### config.mk
export PLATFORM = sky130hd
export DESIGN_NAME = mem_io_unit_flat
export DESIGN_NICKNAME = d
export VERILOG_FILES = /design/src/rtl/mem_io_unit_pkg.sv /design/src/rtl/mem_io_unit_if.sv /design/src/rtl/mem_io_unit_hex_io_reg.sv /design/src/rtl/mem_io_unit.sv /design/src/flat_wrapper.sv
export SDC_FILE = /design/constraint.sdc
export NUM_CORES = 1
export LEC_CHECK = 0
export CORE_AREA = 2 2 76 96
export CTS_BUF_LIST = sky130_fd_sc_hd__clkbuf_2 sky130_fd_sc_hd__clkbuf_4 sky130_fd_sc_hd__clkbuf_8
export CTS_CLUSTER_SIZE = 40
export DETAILED_ROUTE_END_ITERATION = 8
export DIE_AREA = 0 0 78 98
export PLACE_DENSITY = 0.86
export REMOVE_ABC_BUFFERS = 1
export SYNTH_ARGS = -nofsm -noshare
export SYNTH_HDL_FRONTEND = slang
export SYNTH_HIERARCHICAL = 1
export SYNTH_SLANG_ARGS = --single-unit
### constraint.sdc
create_clock -name Clk -period 5.5 [get_ports Clk]
set_clock_uncertainty 0.2 [all_clocks]
set_input_delay 0.55 -clock Clk [delete_from_list [all_inputs] [get_ports Clk]]
set_output_delay 0.55 -clock Clk [all_outputs]
set_load 0.01 [all_outputs]
### src/rtl/mem_io_unit_pkg.sv
// rtl/mem_io_unit_pkg.sv - shared types and constants for the memory/IO access stage
package mem_io_unit_pkg;

    // Access sequencer states
    typedef enum logic [1:0] {
        IDLE   = 2'd0,
        ACCESS = 2'd1,
        DONE   = 2'd2
    } mem_state_t;

    // Default memory-mapped IO address: reads return switches, writes load the hex display
    localparam logic [15:0] IO_ADDR_DEFAULT = 16'hFFFF;

endpackage

### src/rtl/mem_io_unit_if.sv
// rtl/mem_io_unit_if.sv - synchronous on-chip memory bus
interface mem_io_unit_if;

    logic [15:0] Mem_Addr;
    logic [15:0] Mem_Din;
    logic [15:0] Mem_Dout;
    logic        Mem_CE;
    logic        Mem_WE;

    // Access stage drives address, data and strobes; memory returns read data
    modport master (
        output Mem_Addr,
        output Mem_Din,
        output Mem_CE,
        output Mem_WE,
        input  Mem_Dout
    );

    modport slave (
        input  Mem_Addr,
        input  Mem_Din,
        input  Mem_CE,
        input  Mem_WE,
        output Mem_Dout
    );

endinterface

### src/rtl/mem_io_unit_hex_io_reg.sv
// rtl/mem_io_unit_hex_io_reg.sv - 16-bit hex display register with load enable
module hex_io_reg (
    input  logic        clk,
    input  logic        rst_n,
    input  logic        ld,
    input  logic [15:0] d,
    output logic [15:0] q
);

    logic [15:0] data_q;
    logic [15:0] data_d;

    // Hold value unless a load is requested
    always_comb begin
        data_d = data_q;
        if (ld) begin
            data_d = d;
        end
    end

    // Display register, cleared asynchronously
    always_ff @(posedge clk or negedge rst_n) begin
        if (!rst_n) begin
            data_q <= 16'h0000;
        end else begin
            data_q <= data_d;
        end
    end

    assign q = data_q;

endmodule

### src/rtl/mem_io_unit.sv
// rtl/mem_io_unit.sv - fixed-latency memory/IO access stage for the SLC-3 datapath
module mem_io_unit
    import mem_io_unit_pkg::*;
#(
    parameter int          WAIT_CYCLES = 2,
    parameter logic [15:0] IO_ADDR     = IO_ADDR_DEFAULT
) (
    input  logic               Clk,
    input  logic               Reset_n,
    input  logic               Req,
    input  logic               WE,
    input  logic [15:0]        MAR,
    input  logic [15:0]        MDR,
    output logic [15:0]        MDR_In,
    output logic               R,
    input  logic [15:0]        Switches,
    output logic [15:0]        Hex_Data,
    mem_io_unit_if.master      mem
);

    localparam int CNT_W = $clog2(WAIT_CYCLES + 1);
    localparam logic [CNT_W-1:0] CNT_LAST = CNT_W'(WAIT_CYCLES - 1);

    mem_state_t       state_q,  state_d;
    logic [CNT_W-1:0] cnt_q,    cnt_d;
    logic [15:0]      addr_q,   addr_d;
    logic [15:0]      din_q,    din_d;
    logic             we_q,     we_d;
    logic             ce_q,     ce_d;
    logic             mwe_q,    mwe_d;
    logic             r_q,      r_d;
    logic [15:0]      mdr_in_q, mdr_in_d;
    logic             hex_ld;

    // Next-state and output computation; every output is taken from a flop
    always_comb begin
        state_d  = state_q;
        cnt_d    = cnt_q;
        addr_d   = addr_q;
        din_d    = din_q;
        we_d     = we_q;
        ce_d     = ce_q;
        mwe_d    = mwe_q;
        r_d      = 1'b0;
        mdr_in_d = mdr_in_q;
        hex_ld   = 1'b0;
        case (state_q)
            IDLE: begin
                if (Req) begin
                    addr_d = MAR;
                    din_d  = MDR;
                    we_d   = WE;
                    if (MAR == IO_ADDR) begin
                        // IO accesses complete without touching memory
                        state_d = DONE;
                        r_d     = 1'b1;
                        if (WE) begin
                            hex_ld = 1'b1;
                        end else begin
                            mdr_in_d = Switches;
                        end
                    end else begin
                        state_d = ACCESS;
                        cnt_d   = '0;
                        ce_d    = 1'b1;
                        mwe_d   = WE;
                    end
                end
            end
            ACCESS: begin
                if (cnt_q == CNT_LAST) begin
                    // Memory data is valid in the final enabled cycle
                    state_d = DONE;
                    cnt_d   = '0;
                    ce_d    = 1'b0;
                    mwe_d   = 1'b0;
                    r_d     = 1'b1;
                    if (!we_q) begin
                        mdr_in_d = mem.Mem_Dout;
                    end
                end else begin
                    cnt_d = cnt_q + 1'b1;
                end
            end
            DONE: begin
                state_d = IDLE;
            end
            default: begin
                state_d = IDLE;
                ce_d    = 1'b0;
                mwe_d   = 1'b0;
            end
        endcase
    end

    // State and output registers; reset aborts any access in flight
    always_ff @(posedge Clk or negedge Reset_n) begin
        if (!Reset_n) begin
            state_q  <= IDLE;
            cnt_q    <= '0;
            addr_q   <= 16'h0000;
            din_q    <= 16'h0000;
            we_q     <= 1'b0;
            ce_q     <= 1'b0;
            mwe_q    <= 1'b0;
            r_q      <= 1'b0;
            mdr_in_q <= 16'h0000;
        end else begin
            state_q  <= state_d;
            cnt_q    <= cnt_d;
            addr_q   <= addr_d;
            din_q    <= din_d;
            we_q     <= we_d;
            ce_q     <= ce_d;
            mwe_q    <= mwe_d;
            r_q      <= r_d;
            mdr_in_q <= mdr_in_d;
        end
    end

    hex_io_reg u_hex_io_reg (
        .clk   (Clk),
        .rst_n (Reset_n),
        .ld    (hex_ld),
        .d     (MDR),
        .q     (Hex_Data)
    );

    assign mem.Mem_Addr = addr_q;
    assign mem.Mem_Din  = din_q;
    assign mem.Mem_CE   = ce_q;
    assign mem.Mem_WE   = mwe_q;
    assign MDR_In       = mdr_in_q;
    assign R            = r_q;

endmodule

### src/flat_wrapper.sv
// flat-port wrapper written by rule: the top's interface ports become plain ports
module mem_io_unit_flat import mem_io_unit_pkg::*;
#(
    parameter int          WAIT_CYCLES = 2,
    parameter logic [15:0] IO_ADDR     = IO_ADDR_DEFAULT
)
  (Clk, Reset_n, Req, WE, MAR, MDR, MDR_In, R, Switches, Hex_Data, mem_Mem_Addr, mem_Mem_Din, mem_Mem_CE, mem_Mem_WE, mem_Mem_Dout);
  mem_io_unit_if mem_i ();
  input  logic Clk;
  input  logic Reset_n;
  input  logic Req;
  input  logic WE;
  input  logic [15:0] MAR;
  input  logic [15:0] MDR;
  output logic [15:0] MDR_In;
  output logic R;
  input  logic [15:0] Switches;
  output logic [15:0] Hex_Data;
  output wire logic [$bits(mem_i.Mem_Addr)-1:0] mem_Mem_Addr;
  output wire logic [$bits(mem_i.Mem_Din)-1:0] mem_Mem_Din;
  output wire logic [$bits(mem_i.Mem_CE)-1:0] mem_Mem_CE;
  output wire logic [$bits(mem_i.Mem_WE)-1:0] mem_Mem_WE;
  input wire logic [$bits(mem_i.Mem_Dout)-1:0] mem_Mem_Dout;
  assign mem_Mem_Addr = mem_i.Mem_Addr;
  assign mem_Mem_Din = mem_i.Mem_Din;
  assign mem_Mem_CE = mem_i.Mem_CE;
  assign mem_Mem_WE = mem_i.Mem_WE;
  assign mem_i.Mem_Dout = mem_Mem_Dout;
  mem_io_unit #(.WAIT_CYCLES(WAIT_CYCLES), .IO_ADDR(IO_ADDR)) u_core (.Clk(Clk), .Reset_n(Reset_n), .Req(Req), .WE(WE), .MAR(MAR), .MDR(MDR), .MDR_In(MDR_In), .R(R), .Switches(Switches), .Hex_Data(Hex_Data), .mem(mem_i));
endmodule
==> results of run 1 <==
==> cells by family (layout without fill, tap and decap cells) <==
logic type,Yosys count,count (layout),synth area share
compound gates,12,12,0.02828
buf+inv,13,153,0.02992
flops,72,72,0.5902
mux,80,80,0.3074
simple gates,23,23,0.04427
==> metrics by stage <==
| step | instance area [µm²] | hold WS, ns | instances |
|---|---|---|---|
| after floorplan | 2969 | 0.05441 | 189 |
| after global placement | 4441 | 0.2626 | 415 |
| after detailed placement | 4441 | 0.2915 | 415 |
| after CTS | 4636 | 0.2379 | 430 |
| after global routing | 4636 | 0.3168 | 430 |
| final | 4636 | 0.2079 | 430 |
==> cell usage in the layout (no fill, tap or decap), drive strengths merged <==
cell | synthesis | layout
buf | 5 | 3
clkinv | 0 | 1
or4bb | 1 | 1
clkdlybuf4s50 | 0 | 133
and2 | 1 | 1
or4 | 1 | 1
a311oi | 1 | 1
or3b | 1 | 1
a31oi | 1 | 1
o21ai | 6 | 6
nor2 | 2 | 2
nand3b | 1 | 1
mux2 | 80 | 80
dfrtp | 72 | 72
nand2b | 1 | 1
and3 | 1 | 1
nand4 | 4 | 4
clkbuf | 6 | 10
nor3b | 2 | 2
o211ai | 1 | 1
a211oi | 1 | 1
a31o | 1 | 1
nor2b | 1 | 1
a21oi | 1 | 1
nand2 | 7 | 7
inv | 2 | 2
bufinv | 0 | 1
clkinvlp | 0 | 3
==> final timing paths <==
path | startpoint | to | slack [ns] | cells past startpoint
max | MAR[6] | u_core/u_hex_io_reg/q[2]$_DFFE_PN0P_ | 2.33 | 5
min in group Clk | u_core/mem.Mem_CE$_DFFE_PN0P_ | u_core/mem.Mem_CE$_DFFE_PN0P_ | 0.30 | 2
max in group asynchronous | Reset_n | u_core/u_hex_io_reg/q[12]$_DFFE_PN0P_ | 4.31 | 2
max reg2reg | u_core/state_q[1]$_DFFE_PN0P_ | u_core/u_hex_io_reg/q[2]$_DFFE_PN0P_ | 2.86 | 5
min | Reset_n | u_core/mem.Mem_Addr[9]$_DFFE_PN0P_ | 0.21 | 2
min reg2reg | u_core/mem.Mem_CE$_DFFE_PN0P_ | u_core/mem.Mem_CE$_DFFE_PN0P_ | 0.30 | 2
==> registers in the layout, summed over array words and instances, names as in the netlist <==
signal / count
u_core/MDR_In: 16
u_core/R: 1
u_core/cnt_q: 2
u_core/mem.Mem_Addr: 16
u_core/mem.Mem_CE: 1
u_core/mem.Mem_Din: 16
u_core/mem.Mem_WE: 1
u_core/state_q: 2
u_core/u_hex_io_reg/q: 16
u_core/we_q: 1
==> metal layers <==
layer,share of wire,track usage,vias up
met3,0.070,0.05360,10
met2,0.53,0.3355,80
met1,0.38,0.2163,1039
met4,0.023,0.1026,0
li1,-,-,984
met5,0,0,-
==> worst max-delay path, stage by stage <==
cell             delay [ns]
clkdlybuf4s50_1        0.50
nand4_1                0.12
or4_1                  0.72
nor2_2                 0.88
mux2_2                 0.42
==> power breakdown <==
part	total, mW	leakage (nW)	switching (mW)	internal (mW)
registers	0.849	0.889	0.113	0.736
logic	1.00	0.951	0.374	0.631
clock network	0.406	0.0904	0.188	0.218
==> layout make-up <==
cell class	count	area (µm²)	area share
sequential	72	1802	0.3887
timing repair buffer	136	1351	0.2915
multi-input combinational	115	1167	0.2518
clock buffer	10	137.6	0.02969
tap	90	112.6	0.02429
clock inverter	5	57.56	0.01242
inverter	2	7.507	0.001619
==> flow_metrics.env, run 1 <==
export IMPL_status="completed"
export IMPL_final_min_period_over_clock_period=0.5771
export IMPL_grt_usage=0.1942
export IMPL_maxCapViolations=0
export IMPL_drt_total_wl_um=6910
export IMPL_clk_path_buf_depth=2
export IMPL_drc=0
export IMPL_worstHoldPathType="in2async"
export IMPL_avgSynthCellArea_um2=15.26
export IMPL_rsz0062_at_grt="false"
export IMPL_ys_top_cells_by_count="72 x dfrtp_1, 70 x mux2_2, 10 x mux2_4"
export IMPL_grt_pass1_wl_um=11450
export IMPL_dieHeight_um=98
export IMPL_syn_area_um2=3053
export IMPL_clock_latency_ns=0.34
export IMPL_cp_arrival_ns=3.20
export IMPL_portBuffers=134
export IMPL_die_area_um2=7644
export IMPL_grt_max_degree=73
export IMPL_antenna_found_initial=0
export IMPL_die_w_um=78
export IMPL_maxSlewViolCount=0
export IMPL_io_pins=135
export IMPL_fin_util=0.6811
export IMPL_cts_resized_gates=0
export IMPL_hold_viol=0
export IMPL_cts_sinks=72
export IMPL_cts_buffers=9
export IMPL_ant_nets=0
export IMPL_rows=34
export IMPL_core_area_um2=6807
export IMPL_place_congestion=0.8225
export IMPL_pre_cts_ws_ns=1.945
export IMPL_synth_edff_count=0
export IMPL_finalSetupViolCount=0
export IMPL_grt_overflow=0
export IMPL_p_leak_nw=1.931
export IMPL_drtIter0Drc=119
export IMPL_grt_pass1_vias=2313
export IMPL_max_freq_mhz=315.0
export IMPL_finalSetupTns_ns=0
export IMPL_ys_seq_area_frac=0.5902
export IMPL_ir_worst_vdd_v=0.0002619
export IMPL_ys_warn_count=6
export IMPL_synth_top_area_frac=0.5902
export IMPL_ctsHoldBuffers=0
export IMPL_avgViaCountPerCell=4.914
export IMPL_syn_to_final_growth_pct=51.84
export IMPL_synth_area_leaders="dfrtp_1 59%, mux2_2 26%, mux2_4 4.9%"
export IMPL_power_density_nw_per_um2=487.5
export IMPL_fillers=503
export IMPL_dpl_hpwl_um=5101
export IMPL_worst_pin_slew_ns=1.032
export IMPL_ys_types=28
export IMPL_antenna_cells=0
export IMPL_yosys_area_top_type="dfrtp_1"
export IMPL_slew_headroom=0.3110
export IMPL_clk_pin_slew_worst_paths_ns=0.07
export IMPL_finalCriticalPeriod_ns=3.174
export IMPL_crit_path_start_kind="input pin"
export IMPL_cts_tree="yes"
export IMPL_cts_max_level=3
export IMPL_wl_per_cell_um=16.07
export IMPL_crit_type="in2reg"
export IMPL_cp_end_kind="register"
export IMPL_fin_nets=404
export IMPL_synth_most_common_cell="dfrtp_1"
export IMPL_synthFlopType="dfrtp_1"
export IMPL_crit_fanout=16
export IMPL_setup_slack_ns=2.326
export IMPL_dr_pass1_iters=4
export IMPL_total_power_mw=2.260
export IMPL_clockRootBuffer="clkbuf_8"
export IMPL_vias=2113
export IMPL_netlist_instances=200
export IMPL_cp_required_ns=5.52
export IMPL_drive_above_1_share=0.3059
export IMPL_async_reset_ff_frac=1.000
export IMPL_cts_setup_buffers=0
export IMPL_initial_core_util=0.4485
export IMPL_synth_seq_cells=72
Power figures use the tool's default switching activity.
==> run 2: changes to the inputs <==
CORE_AREA = 2 2 83 104   (was 2 2 76 96)
DIE_AREA = 0 0 85 106   (was 0 0 78 98)
PLACE_DENSITY = 0.77   (was 0.86)
clock period = 2.6 ns   (was 5.5 ns; I/O delays follow)
==> run 2 against run 1 <==
Net effect: global-route usage decreased by 4.2 points; wire length shrank 0.10%; utilization fell by 9.7 points; first-iteration DRC count is 18% lower; sequential share of layout area fell by 0.80 points; hold slack improved by 0.086 ns; largest power group unchanged; combinational power grew 110%; critical path type unchanged.
==> flow_metrics.env, run 2 (same netlist as run 1, synthesis figures left out) <==
export IMPL_cts_resized_gates=0
export IMPL_worstHoldPathType="reg2reg"
export IMPL_finalSetupViolCount=0
export IMPL_rsz0062_at_grt="false"
export IMPL_grt_max_degree=73
export IMPL_r2r_cells=5
export IMPL_dieHeight_um=106
export IMPL_clk_path_buf_depth=2
export IMPL_cp_arrival_ns=2.34
export IMPL_ant_nets=0
export IMPL_cp_num_buf_inv=3
export IMPL_cts_tree="yes"
export IMPL_crit_type="in2reg"
export IMPL_fin_util=0.5842
export IMPL_crit_family="simple AND/OR/NAND/NOR gates"
export IMPL_worst_pin_slew_ns=0.8953
export IMPL_worstReg2RegEnd="u_core/MDR_In[7]$_DFFE_PN0P_"
export IMPL_rows=37
export IMPL_ctsHoldBuffers=1
export IMPL_p_leak_nw=1.972
export IMPL_rrSetupSlack_ns=0.55
export IMPL_cp_required_ns=2.62
export IMPL_cts_buffers=9
export IMPL_clk_pin_slew_worst_paths_ns=0.08
export IMPL_critical_path_depth=7
export IMPL_slew_headroom=0.4032
export IMPL_drc=0
export IMPL_avgViaCountPerCell=4.807
export IMPL_drt_total_wl_um=6903
export IMPL_maxSlewViolCount=0
export IMPL_clockRootBuffer="clkbuf_8"
export IMPL_path_cells="clkdlybuf4s50_1 > nand4_1 > or4_1 > buf_4 > nor2_2 > buf_12 > mux2_2"
export IMPL_place_congestion=0.7813
export IMPL_hold_ws_ns=0.2935
export IMPL_power_density_nw_per_um2=1020
export IMPL_vias=2139
export IMPL_crit_slowest_cell="or4_1"
export IMPL_grt_pass1_vias=2285
export IMPL_cp_end_kind="register"
export IMPL_finalSetupTns_ns=0
export IMPL_cts_setup_buffers=0
export IMPL_finalCriticalPeriod_ns=2.313
export IMPL_grt_usage=0.1522
export IMPL_fin_nets=411
export IMPL_io_pins=135
export IMPL_setup_slack_ns=0.2871
export IMPL_crit_start="MAR[2]"
export IMPL_cts_sinks=72
export IMPL_portBuffers=134
export IMPL_fillers=664
export IMPL_r2r_start="u_core/cnt_q[0]$_DFFE_PN0P_"
export IMPL_hold_viol=0
export IMPL_drtIter0Drc=97
export IMPL_final_min_period_over_clock_period=0.8896
export IMPL_crit_fanout=16
export IMPL_die_area_um2=9010
export IMPL_status="completed"
export IMPL_dr_pass1_iters=4
export IMPL_crit_end="u_core/u_hex_io_reg/q[2]$_DFFE_PN0P_"
export IMPL_wl_per_cell_um=15.51
export IMPL_crit_path_start_kind="input pin"
export IMPL_drive_above_1_share=0.3190
export IMPL_initial_core_util=0.3768
export IMPL_dpl_hpwl_um=4975
export IMPL_core_area_um2=8102
export IMPL_pre_cts_ws_ns=-0.07212
export IMPL_die_w_um=85
export IMPL_antenna_found_initial=0
export IMPL_max_freq_mhz=432.4
export IMPL_ir_worst_vdd_v=0.0005449
export IMPL_antenna_cells=0
export IMPL_max_stage_delay_ns=0.61
export IMPL_final_common_cell="clkdlybuf4s50_1"
export IMPL_clock_latency_ns=0.33
export IMPL_grt_pass1_wl_um=10810
export IMPL_syn_to_final_growth_pct=55.04
export IMPL_cts_max_level=3
export IMPL_maxCapViolations=0
export IMPL_final_cell_mix="133 x clkdlybuf4s50_1, 72 x dfrtp_1, 70 x mux2_2, 10 x mux2_4, 9 x clkbuf_8"
export IMPL_grt_overflow=0
## run 2: tightest hold or removal path, stage by stage, from the launching register on
cell	delay (ns)
dfrtp_1	0.36
nand2_1	0.05
nand2_1	0.05
## run 2: worst min path at each step
stage	cells past startpoint	endpoint	from	slack [ns]
after global routing	1	u_core/MDR_In[10]$_DFFE_PN0P_	u_core/MDR_In[10]$_DFFE_PN0P_	0.32
after CTS	2	u_core/mem.Mem_CE$_DFFE_PN0P_	u_core/mem.Mem_CE$_DFFE_PN0P_	0.29
after floorplan	0	u_core/MDR_In[0]$_DFFE_PN0P_	Reset_n	-0.24
after detailed placement	1	u_core/mem.Mem_Addr[0]$_DFFE_PN0P_	Reset_n	0.25
after global placement	1	u_core/R$_DFF_PN0_	Reset_n	0.25
final	2	u_core/mem.Mem_CE$_DFFE_PN0P_	u_core/mem.Mem_CE$_DFFE_PN0P_	0.29
## run 2: cell type report
| cell class | instances | area (µm²) | share of cell area |
|---|---|---|---|
| timing repair buffer | 143 | 1434 | 0.3029 |
| tap | 97 | 121.4 | 0.02564 |
| inverter | 2 | 7.507 | 0.001586 |
| clock buffer | 10 | 131.4 | 0.02776 |
| multi-input combinational | 115 | 1167 | 0.2466 |
| clock inverter | 6 | 70.07 | 0.01480 |
| sequential | 72 | 1802 | 0.3807 |
## run 2: per-layer routing
metal  vias up  GRT usage  share of wire
met1      1041     0.1696           0.39
li1       1004          -              -
met3        10    0.05901          0.087
met2        84     0.2567           0.51
met5         -          0              0
met4         0    0.06576          0.016
## run 2: metrics by stage
stage	total power [mW]	instance area, µm²	std cells
floorplan	2.815	2969	189
global placement	3.938	4522	428
detailed placement	3.987	4522	428
CTS	4.885	4733	445
global route	5.102	4733	445
finish	4.830	4733	445
## run 2: report_power, final
group          internal [mW]  switching [mW]
combinational           1.36           0.786
sequential              1.56           0.240
clock                  0.457           0.430
==> run 3: changes to the inputs <==
CTS_BUF_LIST = sky130_fd_sc_hd__clkbuf_8   (was sky130_fd_sc_hd__clkbuf_2 sky130_fd_sc_hd__clkbuf_4 sky130_fd_sc_hd__clkbuf_8)
PLACE_DENSITY = default   (was 0.77)
PLACE_DENSITY_LB_ADDON = 0.15   (was default)
==> run 3 against run 2 <==
Net effect: sequential share of layout area is 0.11 points lower; combinational power hardly changed; highest routed layer unchanged; cell count is 0.22% higher; critical endpoint is now u_core/u_hex_io_reg/q[13]$_DFFE_PN0P_; count of clock-buffer cells in the layout stayed put; fmax is 0.93% lower; via count hardly changed.
==> flow_metrics.env, run 3 (same netlist as run 1, synthesis figures left out) <==
export IMPL_status="completed"
export IMPL_core_area_um2=8102
export IMPL_grt_usage=0.1594
export IMPL_initial_core_util=0.3768
export IMPL_ant_nets=0
export IMPL_crit_type="in2reg"
export IMPL_cp_end_kind="register"
export IMPL_multi_input_area_um2=1167
export IMPL_die_area_um2=9010
export IMPL_cts_resized_gates=0
export IMPL_fin_util=0.5859
export IMPL_finalSetupTns_ns=0
export IMPL_worst_pin_slew_ns=0.8905
export IMPL_cts_tree="yes"
export IMPL_drc=0
export IMPL_cp_arrival_ns=2.36
export IMPL_rsz0062_at_grt="false"
export IMPL_seqCellArea_um2=1802
export IMPL_cts_sinks=72
export IMPL_final_common_cell="clkdlybuf4s50_1"
export IMPL_finalSetupViolCount=0
export IMPL_dieHeight_um=106
export IMPL_clock_latency_ns=0.33
export IMPL_grt_pass1_vias=2312
export IMPL_dr_pass1_iters=4
export IMPL_cts_buffers=9
export IMPL_antenna_cells=0
export IMPL_finalCriticalPeriod_ns=2.334
export IMPL_wl_per_cell_um=15.41
export IMPL_antenna_found_initial=0
export IMPL_grt_max_degree=73
export IMPL_crit_path_start_kind="input pin"
export IMPL_p_leak_nw=1.995
export IMPL_clk_path_buf_depth=2
export IMPL_slew_headroom=0.4063
export IMPL_cts_setup_buffers=0
export IMPL_final_cell_mix="133 x clkdlybuf4s50_1, 72 x dfrtp_1, 70 x mux2_2, 10 x clkbuf_8, 10 x mux2_4"
export IMPL_crit_fanout=9
export IMPL_max_freq_mhz=428.4
export IMPL_avgViaCountPerCell=4.798
export IMPL_clk_pin_slew_worst_paths_ns=0.08
export IMPL_power_density_nw_per_um2=1032
export IMPL_io_pins=135
export IMPL_portBuffers=134
export IMPL_hold_viol=0
export IMPL_maxCapViolations=0
export IMPL_cp_required_ns=2.63
export IMPL_vias=2140
export IMPL_final_min_period_over_clock_period=0.8979
export IMPL_drt_total_wl_um=6875
export IMPL_pre_cts_ws_ns=-0.1058
export IMPL_rows=37
export IMPL_fin_nets=412
export IMPL_grt_overflow=0
export IMPL_dpl_hpwl_um=5050
export IMPL_cts_max_level=3
export IMPL_setup_slack_ns=0.2655
export IMPL_total_power_mw=4.900
export IMPL_worstHoldPathType="reg2reg"
export IMPL_hold_ws_ns=0.3027
export IMPL_maxSlewViolCount=0
export IMPL_drtIter0Drc=63
export IMPL_ir_worst_vdd_v=0.0004955
export IMPL_ctsHoldBuffers=1
export IMPL_fillers=699
export IMPL_clockRootBuffer="clkbuf_8"
export IMPL_die_w_um=85
export IMPL_drive_above_1_share=0.3209
export IMPL_syn_to_final_growth_pct=55.49
export IMPL_grt_pass1_wl_um=11240
export IMPL_place_congestion=0.7596
## run 3: changes by cell type in the layout (fill, tap and decap cells not counted)
cell        previous run  this run
clkbuf_4               1         0
buf_4                  7         9
clkbuf_8               9        10
clkinv_4               2         0
clkinv_2               0         3
buf_12                 2         1
bufinv_16              1         2
clkinvlp_4             3         1
## run 3: worst paths after layout
| kind | start | to | slack (ns) | cells after the start |
|---|---|---|---|---|
| min in group asynchronous | Reset_n | u_core/MDR_In[15]$_DFFE_PN0P_ | 0.41 | 2 |
| hold reg to reg | u_core/mem.Mem_CE$_DFFE_PN0P_ | u_core/mem.Mem_CE$_DFFE_PN0P_ | 0.30 | 2 |
| max in group asynchronous | Reset_n | u_core/u_hex_io_reg/q[8]$_DFFE_PN0P_ | 1.23 | 2 |
| hold / removal | u_core/mem.Mem_CE$_DFFE_PN0P_ | u_core/mem.Mem_CE$_DFFE_PN0P_ | 0.30 | 2 |
| setup reg to reg | u_core/state_q[1]$_DFFE_PN0P_ | u_core/mem.Mem_WE$_DFFE_PN0P_ | 0.58 | 4 |
| setup / recovery | MAR[10] | u_core/u_hex_io_reg/q[13]$_DFFE_PN0P_ | 0.27 | 7 |
## run 3: final cells by class
type / instances / area share
clock buffer: 10 / 0.02899
clock inverter: 6 / 0.01740
inverter: 2 / 0.001581
multi-input combinational: 115 / 0.2459
sequential: 72 / 0.3795
tap: 97 / 0.02557
timing repair buffer: 144 / 0.3010
## run 3: power by group
part	switching [mW]	internal [mW]	total (mW)
logic	0.780	1.36	2.14
clock network	0.404	0.561	0.965
registers	0.236	1.56	1.79
## run 3: metrics by stage
stage / std cells / instance area, µm²
5_1_grt: 446 / 4747
2_1_floorplan: 189 / 2969
3_3_place_gp: 429 / 4517
6_report: 446 / 4747
3_5_place_dp: 429 / 4517
4_1_cts: 446 / 4747
## run 3: worst max-delay path, stage by stage
cell and delay, ns:
clkdlybuf4s50_1 0.49, nand4_1 0.14, or4_1 0.58, buf_4 0.18
nor2_2 0.14, buf_4 0.22, mux2_2 0.35
## run 3: metal layers
layer | share of wire | wire, µm | up-vias | track usage
met5 | 0 | 0 | - | 0
met3 | 0.086 | 590 | 5 | 0.05745
li1 | - | - | 1003 | -
met4 | 0.0076 | 52 | 0 | 0.05442
met1 | 0.39 | 2701 | 1041 | 0.1802
met2 | 0.51 | 3531 | 91 | 0.2762
